===== src/rtl/seq_pattern_tx_if.sv =====
// Bus between the pattern transmitter and whatever drives it.
// The master modport is the requester side. The slave modport is the transmitter side.
interface seq_pattern_tx_if #(
  parameter int WIDTH = 3,
  parameter int CNT_W = 8
);
  logic             start;
  logic [WIDTH-1:0] pattern;
  logic [CNT_W-1:0] frames;
  logic             abort;
  logic             tx_bit;
  logic             tx_valid;
  logic             busy;
  logic             done;

  modport master (
    output start, pattern, frames, abort,
    input  tx_bit, tx_valid, busy, done
  );

  modport slave (
    input  start, pattern, frames, abort,
    output tx_bit, tx_valid, busy, done
  );
endinterface


===== src/rtl/seq_pattern_tx.sv =====
// Serial pattern transmitter.
// On start, the pattern is latched and sent MSB-first, one bit per clock.
// The pattern repeats for the requested number of frames.
// Frames are separated by GAP_CYCLES idle cycles, or sent back-to-back when that is 0.
module seq_pattern_tx #(
  parameter int WIDTH      = 3,
  parameter int GAP_CYCLES = 0,
  parameter int CNT_W      = 8
) (
  input logic              clk,
  input logic              reset_n,
  seq_pattern_tx_if.slave  bus
);

  typedef enum logic [1:0] {
    IDLE  = 2'd0,
    SHIFT = 2'd1,
    GAP   = 2'd2,
    DONE  = 2'd3
  } state_t;

  // One counter serves both bit position (SHIFT) and gap length (GAP).
  localparam int MAXC = (WIDTH > GAP_CYCLES) ? WIDTH : GAP_CYCLES;
  localparam int CW   = (MAXC > 1) ? $clog2(MAXC) : 1;
  localparam logic [CW-1:0] LAST_BIT = CW'(WIDTH - 1);
  localparam logic [CW-1:0] LAST_GAP = CW'((GAP_CYCLES > 0) ? GAP_CYCLES - 1 : 0);

  state_t           state_q, state_d;
  logic [WIDTH-1:0] sr_q, sr_d;     // bits still to go in the current frame
  logic [WIDTH-1:0] pat_q, pat_d;   // copy of the pattern, reloaded for each frame
  logic [CW-1:0]    cnt_q, cnt_d;
  logic [CNT_W-1:0] frm_q, frm_d;   // frames left, including the one in flight

  // State and datapath registers.
  // NOTE: non-blocking assignments here make every flop sample its value from before the edge.
  always_ff @(posedge clk or negedge reset_n) begin
    if (!reset_n) begin
      state_q <= IDLE;
      sr_q    <= '0;
      pat_q   <= '0;
      cnt_q   <= '0;
      frm_q   <= '0;
    end else begin
      state_q <= state_d;
      sr_q    <= sr_d;
      pat_q   <= pat_d;
      cnt_q   <= cnt_d;
      frm_q   <= frm_d;
    end
  end

  // Next-state and datapath update.
  // abort overrides everything outside IDLE.
  always_comb begin
    // NOTE: every signal is given its hold value first, so no path can leave one unassigned and infer a latch.
    state_d = state_q;
    sr_d    = sr_q;
    pat_d   = pat_q;
    cnt_d   = cnt_q;
    frm_d   = frm_q;
    case (state_q)
      IDLE: begin
        if (bus.start) begin
          if (bus.frames != '0) begin
            state_d = SHIFT;
            sr_d    = bus.pattern;
            pat_d   = bus.pattern;
            frm_d   = bus.frames;
            cnt_d   = '0;
          end else begin
            state_d = DONE;
          end
        end
      end
      SHIFT: begin
        if (cnt_q == LAST_BIT) begin
          frm_d = frm_q - CNT_W'(1);
          cnt_d = '0;
          if (frm_q != CNT_W'(1)) begin
            if (GAP_CYCLES > 0) state_d = GAP;
            else                sr_d    = pat_q;
          end else begin
            state_d = DONE;
          end
        end else begin
          sr_d  = {sr_q[WIDTH-2:0], 1'b0};
          cnt_d = cnt_q + CW'(1);
        end
      end
      GAP: begin
        if (cnt_q == LAST_GAP) begin
          state_d = SHIFT;
          sr_d    = pat_q;
          cnt_d   = '0;
        end else begin
          cnt_d = cnt_q + CW'(1);
        end
      end
      DONE:    state_d = IDLE;
      default: state_d = IDLE;
    endcase
    if (bus.abort && state_q != IDLE) begin
      state_d = IDLE;
      sr_d    = '0;
      cnt_d   = '0;
      frm_d   = '0;
    end
  end

  // Outputs are decoded only from flops.
  // They therefore change cleanly at the edge and clear immediately on reset.
  always_comb begin
    bus.tx_bit   = 1'b0;
    bus.tx_valid = 1'b0;
    bus.busy     = 1'b0;
    bus.done     = 1'b0;
    case (state_q)
      SHIFT: begin
        bus.tx_bit   = sr_q[WIDTH-1];
        bus.tx_valid = 1'b1;
        bus.busy     = 1'b1;
      end
      GAP:     bus.busy = 1'b1;
      DONE:    bus.done = 1'b1;
      default: ;
    endcase
  end

endmodule


===== src/flat_wrapper.sv =====
// flat-port wrapper written by rule: the top's interface ports become plain ports
module seq_pattern_tx_flat 
#(
  parameter int WIDTH      = 3,
  parameter int GAP_CYCLES = 0,
  parameter int CNT_W      = 8
)
  (clk, reset_n, bus_start, bus_pattern, bus_frames, bus_abort, bus_tx_bit, bus_tx_valid, bus_busy, bus_done);
  seq_pattern_tx_if #(.WIDTH(WIDTH), .CNT_W(CNT_W)) bus_i ();
  input logic clk;
  input logic reset_n;
  input wire logic [$bits(bus_i.start)-1:0] bus_start;
  input wire logic [$bits(bus_i.pattern)-1:0] bus_pattern;
  input wire logic [$bits(bus_i.frames)-1:0] bus_frames;
  input wire logic [$bits(bus_i.abort)-1:0] bus_abort;
  output wire logic [$bits(bus_i.tx_bit)-1:0] bus_tx_bit;
  output wire logic [$bits(bus_i.tx_valid)-1:0] bus_tx_valid;
  output wire logic [$bits(bus_i.busy)-1:0] bus_busy;
  output wire logic [$bits(bus_i.done)-1:0] bus_done;
  assign bus_i.start = bus_start;
  assign bus_i.pattern = bus_pattern;
  assign bus_i.frames = bus_frames;
  assign bus_i.abort = bus_abort;
  assign bus_tx_bit = bus_i.tx_bit;
  assign bus_tx_valid = bus_i.tx_valid;
  assign bus_busy = bus_i.busy;
  assign bus_done = bus_i.done;
  seq_pattern_tx #(.WIDTH(WIDTH), .GAP_CYCLES(GAP_CYCLES), .CNT_W(CNT_W)) u_core (.clk(clk), .reset_n(reset_n), .bus(bus_i));
endmodule

===== config.mk =====
export PLATFORM = sky130hd
export DESIGN_NAME = seq_pattern_tx_flat
export DESIGN_NICKNAME = d
export VERILOG_FILES = /design/src/rtl/seq_pattern_tx_if.sv /design/src/rtl/seq_pattern_tx.sv /design/src/flat_wrapper.sv
export SDC_FILE = /design/constraint.sdc
export NUM_CORES = 1
export LEC_CHECK = 0
export BUFFER_PORTS_ARGS = -buffer_cell sky130_fd_sc_hd__buf_4
export CORE_MARGIN = 2
export CORE_UTILIZATION = 55
export DETAILED_ROUTE_END_ITERATION = 6
export PLACE_DENSITY = 0.76
export SLEW_MARGIN = 25
export SYNTH_ARGS = -nofsm -noshare
export SYNTH_HDL_FRONTEND = slang
export SYNTH_SLANG_ARGS = --single-unit
export TNS_END_PERCENT = 10

===== constraint.sdc =====
create_clock -name clk -period 2.9 [get_ports clk]
set_clock_uncertainty 0.2 [all_clocks]
set_input_delay 0.87 -clock clk [delete_from_list [all_inputs] [get_ports clk]]
set_output_delay 0.87 -clock clk [all_outputs]
set_load 0.02 [all_outputs]

== Yosys cells after proc, flatten, opt, wreduce, memory -nomap -nowiden ==
Index checks and enable logic that the tools add are counted.
Word-level totals
  output and inout port bits: 4
  memory bits (writable): 0
  memories kept: 0
  bits in latches: 0
  bits in read-only memories: 0
  input port bits: 15
  flip-flop bits (word level): 18
Cells by class
  equal/unequal tests: 11
  magnitude comparators: 0
  bitwise operators: 0
  reductions and logical operators: 13
  muxes and demuxes: 29
  div/mod/pow operators: 0
  multiply operators: 0
  shifts and indexed selects: 0
  add/subtract/negate cells: 2
Operators with widths (count)
  8-bit 2-to-1 mux: 4
  2-bit 2-to-1 mux: 11
  3-bit 2-to-1 mux: 6
  8-bit case mux with 2 select lines: 1
  3-bit by 1-bit inequality test with 1-bit output, second input constant: 3
  3-bit case mux with 3 select lines: 1
  8-bit by 1-bit inequality test with 1-bit output, second input constant: 1
  2-bit case mux with 4 select lines: 1
  4-bit AND reduction: 2
  8-bit nonzero test: 1
  8-bit by 1-bit subtractor with 8-bit output, second input constant: 1
  2-bit equality test, second input constant: 3
  2-bit case mux with 3 select lines: 1
  3-bit AND reduction: 2
  5-bit AND reduction: 1
  2-bit zero test: 2
  1-bit 2-to-1 mux: 4
  4-bit inequality test, second input constant: 1
  4-bit nonzero test: 1
  3-bit by 2-bit inequality test with 1-bit output, second input constant: 1
  3-bit inequality test, second input constant: 1
  3-bit nonzero test: 1
  2-bit by 1-bit adder with 2-bit output, second input constant: 1
  2-bit by 1-bit equality test with 1-bit output, second input constant: 1
  3 further kinds: 3

== Longest topological paths before layout ==
Gate-level depths: netlist of run 1.
  depth in word-level cells: 5
  gate-level depth with buffers: 9
  gate-level depth less buffers: 6

== Worst setup path after synthesis of run 1 ==
Ideal clock, no wire load.
  path kind: register to output
  start: register u_core.state_q[1]
  end: output port bus_tx_bit
  slack: 371 ps
  arrival: 1459 ps
  stages on the path, launching flop included: 5
  path through: dfrtp_1 inv_1 ha_1 clkbuf_1 and2_1
On the way
  word-level cells in the longest chain between the ends: 2
RTL lines
  start, declared: RTL line seq_pattern_tx.sv:28  | state_t state_q, state_d;
  start signal, assigned: RTL line seq_pattern_tx.sv:44  | state_q <= state_d;
  2-bit by 1-bit equality test with 1-bit output: RTL line seq_pattern_tx.sv:117  | case (state_q)
  1-bit 2-to-1 mux: RTL line seq_pattern_tx.sv:117
  end, declared: RTL line flat_wrapper.sv:16  | output wire logic [$bits(bus_i.tx_bit)-1:0] bus_tx_bit;
Every way passes these cells.

== Final worst setup path of run 1 ==
  start: register u_core.state_q[1]
  end: register u_core.frm_q[4]
On the way
  word-level cells in the longest chain between the ends: 4
  elaborated cells on any way between the ends: 11
  those cells by class: eq/ne: 4; mux: 2; reduce/logical: 5
RTL lines
  2-bit nonzero test: RTL line seq_pattern_tx.sv:102  | if (bus.abort && state_q != IDLE) begin
  1-bit logical AND: RTL line seq_pattern_tx.sv:102
  3-bit by 1-bit inequality test with 1-bit output (no source line) (tied with other cells)
  4-bit AND reduction (no source line)
  end signal, assigned: RTL line seq_pattern_tx.sv:48  | frm_q <= frm_d;
  end, declared: RTL line seq_pattern_tx.sv:32  | logic [CNT_W-1:0] frm_q, frm_d;
Parallel ways exist; a longest one is shown, timed or not.
A chain may end at the register's enable or synchronous reset.

==> flow_metrics.py, run 1 <==
metrics = {
    "logic_synthesis": {
        "synth.top_cell.area_share_pct": 30.5,
        "synth.area.mux_share_pct": 10.4,
        "synth-edff-count": 0,
        "syn_avg_cell_area_um2": 9.90,
        "synthArstFlopShare_pct": 100,
        "synth_nets": 176,
        "seq_area_frac_synth_pct": 30.5,
        "yosys-top-cells-area": "dfrtp_1 31%, ha_1 10%, mux2_1 4.6%",
        "synth_adder_area_share_pct": 10.2,
        "synth_compound_area_share_pct": 25.4,
        "synth_xor_area_share_pct": 0,
        "synthFlopType": "dfrtp_1",
        "synth_top_family_by_area": "compound AO/OA/AOI/OAI gates",
        "yosysUniqueCellTypes": 47,
        "yosys_warnings": 0,
        "netlist_area_um2": 1480,
        "synth-seq-cells": 18,
        "synth_simple_gate_area_share_pct": 16.7,
        "synth_top_area_cell": "dfrtp_1",
        "syn-instance-count": 149,
    },
    "placement": {
        "gp_congestion": 0.892,
        "dpl.hpwl_mm": 2.55,
        "place_ws_ps": 203,
        "io_buffers": 18,
        "dpl_cell_area_um2": 1630,
    },
    "routing": {
        "postRouteAntennaNets": 0,
        "wire_per_inst_um": 17.0,
        "drcViolationCount": 0,
        "vias": 1235,
        "viasPerCell": 6.24,
        "drt_wl_total_mm": 3.36,
        "first_iter_violations": 26,
        "firstDrtPassIters": 4,
    },
    "sta": {
        "rsz0062_at_grt": "no",
        "fmax_ghz": 0.367,
        "hold_viol_final": 0,
        "slew_headroom_pct": 65.5,
        "period_share_pct": 93.9,
        "maxSlewViolCount": 0,
        "fin_ws_ps": 176,
        "tightest_slew_ps": 510,
        "fin_tns_setup_ps": 0,
        "period_minus_slack_ps": 2720,
        "setup_viol": 0,
    },
    "clock_tree": {
        "cts_buffers": 3,
        "tritoncts": "built",
        "postCtsHoldBufs": 0,
        "clockRootBuffer": "clkbuf_4",
        "htreeDepth": 1,
        "cts_sinks": 18,
        "worstSkewPairLatency_ps": 300,
        "post_cts.repair.setup_buffers": 0,
        "clkTransAtPathRegs_ps": 130,
        "clk_path_buf_depth": 2,
        "cts_resized": 0,
    },
    "layout": {
        "finish.instance_area_um2": 1660,
        "area_growth_pct": 12.7,
        "multi_input_area_um2": 925,
        "nNetsFinal": 196,
        "drive_gt1_share_pct": 27.4,
        "antenna_cells": 0,
        "layout_commonest_cell": "buf_4",
        "layout_common_cells": "22 x buf_4, 18 x dfrtp_1, 13 x inv_1",
        "regArea_um2": 450,
        "nFillCells": 209,
    },
    "floorplanning": {
        "num_io_pins": 19,
        "start_util_pct": 59.0,
        "die_w_um": 55.8,
        "rows": 18,
        "fp.dieArea_um2": 3110,
        "core_area_um2": 2500,
        "die_h_um": 55.8,
    },
    "worst_setup_path": {
        "start_kind": "flop",
        "cp_cell_sequence": "inv_1, ha_1, nor2b_4, o221ai_4, nand2b_1, o32ai_2",
        "worst-path-max-fanout": 17,
        "crit_type": "flop to flop",
        "slowest_delay_ps": 500,
        "cp.required_ps": 2920,
        "crit_arrival_ps": 2740,
        "timing.critical_path.to_type": "flop",
        "cpMaxStageDelayCell": "nor2b_4",
    },
    "grt": {
        "grt_max_degree": 19,
        "overflow": 0,
        "antenna_found_initial": 0,
        "grt_pass1_vias": 1220,
        "globalRouteTotalUtil_pct": 22.3,
        "grt_pass1_wl_mm": 5.66,
    },
    "power_and_ir_drop": {
        "leakagePower_nw": 0.744,
        "pwr_density_cell_nw_per_um2": 1080,
        "ir_drop_v": 0.000693,
    },
    "status": {
        "outcome": "completed",
    },
    "run": {
        "cap_viol_max_count": 0,
    },
    "min_path": {
        "hold_class": "input port to async pin",
    },
}
[power by group]
group / switching, mW / total (mW) / internal (mW) / leakage (nW)
sequential: 0.106 / 0.463 / 0.357 / 0.228
combinational: 0.664 / 1.17 / 0.502 / 0.495
clock: 0.0893 / 0.166 / 0.0764 / 0.0210
total: 0.859 / 1.80 / 0.936 / 0.744
[cells in the mapped netlist, types with 3 or more instances]
cell type	instances
a21oi_1	6
buf_6	3
dfrtp_1	18
ha_1	12
inv_1	13
mux2_1	6
mux2_2	5
mux2i_1	3
nand2_1	5
nand2b_1	4
nand3_1	5
nor2_1	8
nor3_1	3
o21ai_0	5
o21ai_1	3
o31ai_1	4
o31ai_2	5
[stage by stage]
stage	power, mW	util, %	hold slack, ps	cells
finish	1.80	66.5	220	198
global route	1.93	66.5	236	198
CTS	1.79	66.5	230	198
detailed placement	1.63	65.1	281	194
global placement	1.58	65.1	275	194
floorplan	1.38	-	257	149
[worst paths after layout]
| path | startpoint | to | slack (ps) | cells after the start |
|---|---|---|---|---|
| setup / recovery | u_core.state_q[1] | u_core.frm_q[4] | 180 | 6 |
| hold / removal | reset_n | u_core.frm_q[4] | 220 | 1 |
| setup reg to reg | u_core.state_q[1] | u_core.frm_q[4] | 180 | 6 |
| hold reg to reg | u_core.sr_q[0] | u_core.sr_q[0] | 310 | 1 |
| max in group asynchronous | reset_n | u_core.pat_q[0] | 2070 | 1 |
| min in group clk | u_core.sr_q[0] | u_core.sr_q[0] | 310 | 1 |
[metal layers]
metal  up-vias  GRT usage (%)  wire length (µm)
li1        596              -                 -
met1       607           28.3              1460
met2        30           41.5              1770
met3         2           2.33               115
met4         0           3.14                19
met5         -              0                 0
[registers in the layout (all words and copies together) (netlist names)]
| name | flops |
|---|---|
| u_core.frm_q | 8 |
| u_core.pat_q | 3 |
| u_core.sr_q | 3 |
| u_core.cnt_q | 2 |
| u_core.state_q | 2 |
[kinds of logic (layout without fill, tap and decap cells)]
| group | after synthesis | count (layout) |
|---|---|---|
| simple gates | 41 | 41 |
| flops | 18 | 18 |
| compound gates | 44 | 44 |
| fa+ha+maj | 12 | 12 |
| mux | 14 | 14 |
| buf+inv | 20 | 39 |
[critical path: cells and delay by family, from the launching register on]
family,cells,cell delay [ps]
compound gates,2,580
fa+ha+maj,1,360
buf+inv,1,120
flops,1,480
simple gates,2,900
[cell type report]
class / instances / area share, %
well taps: 30 / 2.26
multi-input cells: 111 / 55.6
flip-flops and latches: 18 / 27.1
clock buffers: 4 / 2.18
repair buffers: 22 / 9.93
inverters: 13 / 2.93
No activity file was read; power rests on OpenSTA's default activity.
==> run 2, diff against run 1 <==
GPL_TIMING_DRIVEN = 0   (was unset)
PLACE_DENSITY = 0.86   (was 0.76)
==> run 2 against run 1 <==
Effect of this change: critical path depth decreased by 1; highest routed layer unchanged; clock power about the same; combinational power barely moved; hold slack lost 17 ps; register-to-register slack better by 330 ps.
==> flow_metrics.py, run 2 (synthesis gave the netlist of run 1 again) <==
metrics = {
    "routing": {
        "viasPerCell": 6.53,
        "drt_wl_total_mm": 3.34,
        "postRouteAntennaNets": 0,
        "drcViolationCount": 0,
        "wire_per_inst_um": 16.6,
        "firstDrtPassIters": 5,
        "vias": 1312,
        "first_iter_violations": 38,
    },
    "layout": {
        "area_growth_pct": 14.4,
        "regMostFlops": "u_core.frm_q",
        "largestRegisters": "u_core.frm_q x8, u_core.pat_q x3, u_core.sr_q x3",
        "nNetsFinal": 199,
        "drive_gt1_share_pct": 28.7,
        "antenna_cells": 0,
        "largest_register_ffs": 8,
        "layout_common_cells": "18 x buf_4, 18 x dfrtp_1, 13 x inv_1",
    },
    "floorplanning": {
        "core_area_um2": 2500,
        "fp.dieArea_um2": 3110,
        "num_io_pins": 19,
        "die_w_um": 55.8,
        "die_h_um": 55.8,
        "start_util_pct": 59.0,
        "rows": 18,
    },
    "power_and_ir_drop": {
        "p_int_mw": 0.970,
        "clockPowerShare_pct": 9.0,
        "pwr_density_cell_nw_per_um2": 1090,
        "power_mw": 1.84,
        "power_switching_share_pct": 47.2,
        "switching_power_mw": 0.866,
        "leakagePower_nw": 0.756,
        "power_frac_comb_pct": 65.6,
        "seqPwrFrac_pct": 25.4,
        "ir_drop_v": 0.000693,
    },
    "clock_tree": {
        "clkTransAtPathRegs_ps": 120,
        "post_cts.repair.setup_buffers": 0,
        "worstSkewPairLatency_ps": 310,
        "tritoncts": "built",
        "cts_sinks": 18,
        "htreeDepth": 1,
        "clk_path_buf_depth": 2,
        "cts_buffers": 3,
        "clockRootBuffer": "clkbuf_4",
    },
    "sta": {
        "hold_viol_final": 0,
        "maxSlewViolCount": 0,
        "period_minus_slack_ps": 2790,
        "fin_tns_setup_ps": 0,
        "slew_headroom_pct": 59.5,
        "tightest_slew_ps": 602,
        "rsz0062_at_grt": "no",
        "setup_viol": 0,
        "period_share_pct": 96.3,
        "fmax_ghz": 0.358,
    },
    "placement": {
        "gp_congestion": 0.841,
        "dpl.hpwl_mm": 2.55,
        "io_buffers": 18,
    },
    "worst_setup_path": {
        "r2r_cells": 8,
        "timing.critical_path.to_type": "output port",
        "path_buf_inv": 3,
        "cpMaxStageDelayCell": "dfrtp_1",
        "crit_type": "flop to output port",
        "cp_cell_sequence": "inv_1, ha_2, buf_2, and2_1, buf_4",
        "cp.required_ps": 1830,
        "worst-path-max-fanout": 10,
        "start_kind": "flop",
        "crit_arrival_ps": 1720,
        "crit_family": "buffers and inverters",
        "slowest_delay_ps": 470,
        "r2r_start": "u_core.state_q[0]",
        "r2r-end": "u_core.state_q[1]",
        "rrSetupSlack_ps": 510,
    },
    "grt": {
        "overflow": 0,
        "antenna_found_initial": 0,
        "grt_pass1_vias": 1251,
        "globalRouteTotalUtil_pct": 22.6,
        "grt_pass1_wl_mm": 5.64,
        "grt_max_degree": 19,
    },
    "run": {
        "cap_viol_max_count": 0,
    },
    "status": {
        "outcome": "completed",
    },
    "min_path": {
        "hold_class": "input port to async pin",
    },
}
## run 2: cell count changes in the layout (fill, tap and decap cells not counted)
cell / change
ha_2: +1
clkbuf_1: +1
buf_2: +3
buf_6: +3
ha_1: -1
buf_4: -4
## run 2: worst max path at each step
stage                           start    endpoint  slack, ps  cells after the start
floorplan           u_core.state_q[1]  bus_tx_bit        370                      4
global placement    u_core.state_q[1]  bus_tx_bit        230                      5
detailed placement  u_core.state_q[1]  bus_tx_bit        230                      5
CTS                 u_core.state_q[1]  bus_tx_bit         20                      5
global route        u_core.state_q[1]  bus_tx_bit         20                      5
finish              u_core.state_q[1]  bus_tx_bit        110                      5
## run 2: power groups by stage
stage | sequential [mW] | combinational [mW] | clock [mW]
floorplan | 0.434 | 0.947 | 0
global placement | 0.454 | 1.16 | 0
detailed placement | 0.467 | 1.19 | 0
CTS | 0.461 | 1.20 | 0.169
global route | 0.477 | 1.32 | 0.177
finish | 0.466 | 1.20 | 0.166
## run 2: what timing repair did
item	in CTS	in global routing
pin swaps	0	0
gates resized for setup	1	2
setup endpoints to repair	1	1
hold buffers	0	0
endpoints found under the hold margin	0	0
## run 2: layout make-up
| type | instances | area [µm²] |
|---|---|---|
| Multi-Input combinational cell | 111 | 927 |
| Fill cell | 178 | 812 |
| Sequential cell | 18 | 450 |
| Timing Repair Buffer | 18 | 135 |
| Buffer | 7 | 52.6 |
| Inverter | 13 | 48.8 |
| Tap cell | 30 | 37.5 |
| Clock buffer | 4 | 36.3 |
## run 2: metrics by stage
stage	hold slack (ps)	instances	area, µm²	utilization (%)	setup slack (ps)
final	203	201	1690	67.5	109
after global routing	219	201	1690	67.5	22.5
after CTS	205	201	1690	67.4	20.4
after detailed placement	287	197	1650	65.9	226
after global placement	277	197	1650	65.9	232
after floorplan	257	149	1480	-	371
## run 2: per-layer routing
metal  track usage [%]  up-vias  routed length [µm]
met1              27.2      644                1400
met4              11.1        0                  83
li1                  -      609                   -
met2              39.5       48                1710
met5                 0        -                   0
met3              3.02       11                 143
